===== config.mk =====
export PLATFORM = sky130hd
export DESIGN_NAME = hazard_ctrl
export DESIGN_NICKNAME = d
export VERILOG_FILES = /design/src/rtl/core_pkg.sv /design/src/rtl/md_countdown.sv /design/src/rtl/hazard_ctrl.sv
export SDC_FILE = /design/constraint.sdc
export NUM_CORES = 1
export LEC_CHECK = 0
export CORE_AREA = 2 2 56 98
export DETAILED_ROUTE_END_ITERATION = 7
export DIE_AREA = 0 0 58 100
export GPL_TIMING_DRIVEN = 0
export PLACE_DENSITY_LB_ADDON = 0.08
export SLEW_MARGIN = 0
export SYNTH_ARGS = -nofsm -noshare
export SYNTH_HDL_FRONTEND = slang
export SYNTH_SLANG_ARGS = --single-unit

===== constraint.sdc =====
create_clock -name clk -period 5 [get_ports clk]
set_clock_uncertainty 0.1 [all_clocks]
set_input_delay 0.5 -clock clk [delete_from_list [all_inputs] [get_ports clk]]
set_output_delay 0.5 -clock clk [all_outputs]
set_load 0.02 [all_outputs]

===== src/rtl/core_pkg.sv =====
// -----------------------------------------------------------------------------
// core_pkg
// Shared constants and types for the five-stage core's pipeline control.
//   TUSE_NONE  : Tuse code meaning "this source register is not read"
//   REG_ZERO   : architectural $0, never a real dependency
//   MULT_CYC_DEF / DIV_CYC_DEF : default MDU occupancy in cycles
//   tnew_t     : 2-bit Tuse/Tnew cycle-distance type
//   src_hazard : RAW check of one D-stage source against the E and M writers
// -----------------------------------------------------------------------------
package core_pkg;

    localparam logic [1:0] TUSE_NONE    = 2'd3;
    localparam logic [4:0] REG_ZERO     = 5'd0;
    localparam int         MULT_CYC_DEF = 5;
    localparam int         DIV_CYC_DEF  = 10;

    typedef logic [1:0] tnew_t;

    // A source stalls when a younger-than-needed result is still in flight.
    // Tnew == 0 means the value is forwardable, and Tuse >= Tnew never stalls,
    // so TUSE_NONE (the largest code) can never trigger on its own; the
    // explicit test just keeps the intent obvious.
    function automatic logic src_hazard(
        input logic [4:0] src,
        input tnew_t      tuse,
        input logic [4:0] e_wreg,
        input tnew_t      e_tnew,
        input logic [4:0] m_wreg,
        input tnew_t      m_tnew
    );
        logic hit_e;
        logic hit_m;
        hit_e = (e_wreg == src) && (tuse < e_tnew);
        hit_m = (m_wreg == src) && (tuse < m_tnew);
        return (src != REG_ZERO) && (tuse != TUSE_NONE) && (hit_e || hit_m);
    endfunction

endpackage


===== src/rtl/md_countdown.sv =====
// -----------------------------------------------------------------------------
// md_countdown
// Occupancy counter for the multiply/divide unit.
//   clk, reset : rising-edge clock, asynchronous active-low reset
//   start      : E stage launches mult/multu/div/divu this cycle
//   div        : qualifies start; 1 = divide, 0 = multiply
//   busy       : counter nonzero (MDU occupied)
//   done       : registered one-cycle pulse in the cycle after the count
//                reaches zero by decrementing
// -----------------------------------------------------------------------------
module md_countdown
    import core_pkg::*;
#(
    parameter int MULT_CYC = MULT_CYC_DEF,
    parameter int DIV_CYC  = DIV_CYC_DEF,
    parameter int CNT_W    = 4
) (
    input  logic clk,
    input  logic reset,
    input  logic start,
    input  logic div,
    output logic busy,
    output logic done
);

    localparam logic [CNT_W-1:0] LOAD_MULT = CNT_W'(MULT_CYC);
    localparam logic [CNT_W-1:0] LOAD_DIV  = CNT_W'(DIV_CYC);
    localparam logic [CNT_W-1:0] CNT_ONE   = CNT_W'(1);

    logic [CNT_W-1:0] cnt_q;
    logic [CNT_W-1:0] cnt_d;
    logic             done_d;

    always_comb begin
        cnt_d  = cnt_q;
        done_d = 1'b0;
        if (start) begin
            // A reload while busy restarts the count and suppresses the
            // pending completion pulse.
            cnt_d = div ? LOAD_DIV : LOAD_MULT;
        end else if (cnt_q != '0) begin
            cnt_d  = cnt_q - CNT_ONE;
            done_d = (cnt_q == CNT_ONE);
        end
    end

    always_ff @(posedge clk or negedge reset) begin
        if (!reset) begin
            cnt_q <= '0;
            done  <= 1'b0;
        end else begin
            cnt_q <= cnt_d;
            done  <= done_d;
        end
    end

    assign busy = (cnt_q != '0);

endmodule


===== src/rtl/hazard_ctrl.sv =====
// -----------------------------------------------------------------------------
// hazard_ctrl
// Pipeline sequencing controller: decides each cycle whether F->D and the PC
// hold (stall) and whether a bubble enters D->E (flush_E).
//   clk, reset           : rising-edge clock, asynchronous active-low reset
//   D_rs, D_rt           : D-stage source registers
//   D_Tuse_rs, D_Tuse_rt : cycles until D needs each source (3 = unused)
//   D_is_md              : D instruction uses the MDU
//   E_wreg, M_wreg       : destination registers in E and M (0 = none)
//   E_Tnew, M_Tnew       : cycles until E/M results are available
//   E_md_start, E_md_div : E launches an MDU op; div selects divide
//   cnt_clr              : synchronous clear of stall_cnt
//   stall, flush_E       : hold request and bubble insert (same signal)
//   md_busy, md_done     : MDU occupancy and completion pulse
//   stall_cnt            : saturating count of stalled cycles
// -----------------------------------------------------------------------------
module hazard_ctrl
    import core_pkg::*;
#(
    parameter int MULT_CYC = MULT_CYC_DEF,
    parameter int DIV_CYC  = DIV_CYC_DEF,
    parameter int CNT_W    = 4
) (
    input  logic        clk,
    input  logic        reset,
    input  logic [4:0]  D_rs,
    input  logic [4:0]  D_rt,
    input  tnew_t       D_Tuse_rs,
    input  tnew_t       D_Tuse_rt,
    input  logic        D_is_md,
    input  logic [4:0]  E_wreg,
    input  logic [4:0]  M_wreg,
    input  tnew_t       E_Tnew,
    input  tnew_t       M_Tnew,
    input  logic        E_md_start,
    input  logic        E_md_div,
    input  logic        cnt_clr,
    output logic        stall,
    output logic        flush_E,
    output logic        md_busy,
    output logic        md_done,
    output logic [31:0] stall_cnt
);

    logic        haz_rs;
    logic        haz_rt;
    logic        haz_md;
    logic [31:0] stall_cnt_q;

    md_countdown #(
        .MULT_CYC (MULT_CYC),
        .DIV_CYC  (DIV_CYC),
        .CNT_W    (CNT_W)
    ) u_md_countdown (
        .clk   (clk),
        .reset (reset),
        .start (E_md_start),
        .div   (E_md_div),
        .busy  (md_busy),
        .done  (md_done)
    );

    assign haz_rs = src_hazard(D_rs, D_Tuse_rs, E_wreg, E_Tnew, M_wreg, M_Tnew);
    assign haz_rt = src_hazard(D_rt, D_Tuse_rt, E_wreg, E_Tnew, M_wreg, M_Tnew);

    // An MDU op launching in E this very cycle already occupies the unit for
    // the D instruction behind it, even though md_busy rises one cycle later.
    assign haz_md = D_is_md && (md_busy || E_md_start);

    // Reset is folded in so nothing is held or flushed while the core resets.
    assign stall   = reset && (haz_rs || haz_rt || haz_md);
    assign flush_E = stall;

    always_ff @(posedge clk or negedge reset) begin
        if (!reset) begin
            stall_cnt_q <= '0;
        end else if (cnt_clr) begin
            stall_cnt_q <= '0;
        end else if (stall && (stall_cnt_q != '1)) begin
            stall_cnt_q <= stall_cnt_q + 32'd1;
        end
    end

    assign stall_cnt = stall_cnt_q;

endmodule


==> results.txt <==
----------------------------------------------------
[Timing]
  Fmax ... 0.261 GHz
  Hold violation count in the final report ... 0
  Max-slew headroom ... 65.7%
  Count of pins over their slew limit ... 0
  Unrepaired setup endpoints after global routing ... no
  Slew at the pin closest to its max-slew limit ... 0.515 ns
  Final critical path time including I/O delays and setup ... 3.83 ns
  Part of the cycle the worst path needs ... 76.5%
  Setup Total Neg Slack ... 0 ns
  Final-report setup violation count ... 0

[Clock tree]
  Cell at the root of the clock tree ... clkbuf_8
  Hold-fix buffers, CTS ... 0
  Total clock sinks ... 37
  H-Tree Depth ... 2
  Number of gates given a new drive strength after cts ... 0
  Post-CTS clock slew at the launch and capture registers of the worst setup and hold paths ... 0.08 ns
  CTS tree ... yes
  Cts bufs inserted ... 5
  Post-CTS setup-driven buffer insertion count ... 0
  Bufs on Longest Clock Path ... 2
  Clock network latency to the later pin of the worst-skew pair ... 0.30 ns

[Layout]
  Fill cell count ... 453
  Antenna diode count ... 0
  Share of the core filled with cells ... 67.3%
  Total number of nets in the final design ... 408
  Fraction of final layout cells with drive strength greater than 1 ... 6.81%
  Total non-filler cell area in the finished layout ... 3420 um2
  P&R area growth vs syn ... 34.7%

[Route]
  First-pass detailed-route iteration total ... 4
  Vias after detailed routing ... 2659
  Total detailed-routing wirelength ... 7430 um
  Antenna-violating nets left ... 0
  Drt initial violations ... 135
  Number of vias per cell ... 6.30
  Average wire per cell in the routed design ... 17.6 um
  DRC violation count after routing ... 0

[Logic synthesis]
  Number of flip-flops and latches in the synthesized netlist ... 37
  Area share of the largest cell type after synthesis ... 36.5%
  Synth async-reset ratio ... 100%
  Primary flip-flop cell chosen by synthesis mapping ... dfrtp_1
  Average instance area after synthesis ... 8.75 um2
  Cell variety after synth ... 39
  Synth cell count leaders ... dfrtp_1 (37), a21oi_1 (30), nand2_1 (19), o31ai_1 (18)
  Yosys Warn Count ... 0
  Post-Synthesis Net Count ... 332
  Cells taking the most area after synthesis ... dfrtp_1 (37%), a21oi_1 (5.9%), o31ai_1 (5.3%), or4_1 (5.0%), xnor2_1 (4.5%)
  Largest area contributor in the netlist ... dfrtp_1
  Top-count cell post-synth ... dfrtp_1
  Portion of the post-synthesis area used by sequential elements ... 36.5%
  Count of mapped cells out of synthesis ... 290
  Post-synthesis instance area ... 2540 um2
  Number of synthesized flops with an enable pin ... 0

[Critical path]
  WP data required ... 4.40 ns
  Critical path class ... in -> out
  Number of cells on the worst reg-to-reg path ... 8
  Worst Setup SP ... M_Tnew[1]
  Crit Path Max Fanout ... 10
  Setup slack, reg-to-reg ... 2.33 ns
  Capture point of the critical path ... stall
  R2R Path Start ... stall_cnt[19]
  Worst r2r dst ... stall_cnt[18]
  Setup crit start kind ... input port
  Arrival time of the worst setup path ... 3.23 ns
  Element type at the critical path end ... output pin

[Power and ir drop]
  Part of the total power dissipated in combinational logic ... 19.8%
  Worst ir drop on vdd ... 0.207 mV
  Sequential share of power ... 42.9%
  Lkg Pwr ... 0.00126 uW
  Design Power ... 741 uW
  Power share of the clock group ... 37.3%
  Switching power total ... 200 uW
  Power per unit of standard cell area ... 217 nW/um2
  Internal Dissipation ... 541 uW
  Share of total power consumed by net switching ... 27.0%

[GRT]
  Vias in the first global route ... 2592
  Remaining global-route overflow ... 0
  Pin count of the biggest net entering global routing ... 25
  Number of antenna violations at the first check in global routing ... 0
  First-pass GRT wire length ... 11900 um
  Total routing usage reported by global routing ... 26.2%

[Floorplan]
  Horizontal die dimension ... 58 um
  Die Footprint ... 5800 um2
  Die height ... 100 um
  Total I/O pin count ... 70
  Number of core rows ... 35
  Initial Util ... 49.9%
  Core footprint ... 5080 um2

[Placed design]
  Dpl hpwl ... 5680 um
  Placed inst area ... 3300 um2
  Placer congestion estimate ... 0.852
  Count of buffers from port buffering ... 68

[Run]
  Maximum capacitance violations ... 0

[Min path]
  Type of the tightest min-delay check ... in -> async

[Status]
  Status ... finished clean

----------------------------------------------------
placed cells by master (no fill, tap or decap), types with 12 or more instances in the layout:
cell / instances
clkdlybuf4s50_1: 67
dfrtp_1: 37
a21oi_1: 30
nand2_1: 19
o31ai_1: 18
nor2_1: 17
or4_1: 17
nand3_1: 15
xnor2_1: 13
nand4_1: 13
o21ai_0: 13
inv_1: 12
metrics by stage:
step                std cells  hold WS (ns)  worst slack [ns]
detailed placement        414         0.354              1.16
floorplan                 290         0.104              2.40
finish                    422        0.0224              1.17
global route              422        0.0512              1.06
CTS                       422        0.0335              1.16
global placement          413         0.453             0.395
per-layer routing:
layer / track usage (%) / up-vias / part of all wire [%]
li1: - / 1241 / -
met1: 26.5 / 1275 / 35
met2: 49.9 / 116 / 56
met3: 4.25 / 27 / 5.5
met4: 12.3 / 0 / 3.8
met5: 0 / - / 0
sequential cells by signal, summed over array words and instances, names as in the netlist:
signal	flops
u_md_countdown.cnt_q	4
u_md_countdown.done	1
stall_cnt	32
area by class of cell:
cell class / count / area (um2) / area share (%)
multi-input cells: 227 / 1490 / 43.6
flip-flops and latches: 37 / 926 / 27.1
repair buffers: 69 / 696 / 20.4
clock buffers: 7 / 86.3 / 2.53
plain buffers: 14 / 75.1 / 2.20
well taps: 55 / 68.8 / 2.01
inverters: 12 / 45.0 / 1.32
clock inverters: 1 / 30.0 / 0.879
power groups by stage:
stage	logic [uW]	registers [uW]	clock network, uW
6_report	147	318	276
3_5_place_dp	148	324	0
2_1_floorplan	77.0	323	0
4_1_cts	149	318	277
5_1_grt	163	319	285
3_3_place_gp	145	323	0
critical path: stages:
cell and delay, ns:
clkdlybuf4s50_1 0.45, inv_1 0.06, ha_1 0.28, a2111oi_2 0.40, nand4_1 0.14, a21oi_1 0.20, nor3_2 0.08, buf_6 0.14
inv_1 0.23, buf_4 0.16, clkdlybuf4s50_1 0.59
worst min-delay path by stage:
stage,to,depth (start not counted)
after floorplan,stall_cnt[0],0
after global placement,stall_cnt[8],2
after detailed placement,stall_cnt[6],1
after CTS,stall_cnt[6],1
after global routing,stall_cnt[6],1
final,stall_cnt[6],1
cell families after synthesis:
family	synth area share [%]
AND/OR/NAND/NOR	27.4
AO/OA/AOI/OAI	17.7
flip-flops	36.5
buffers and inverters	4.74
XOR/XNOR	7.94
adder cells (fa/ha/maj)	3.95
multiplexers	1.78
(Power assumes the default switching activity.)
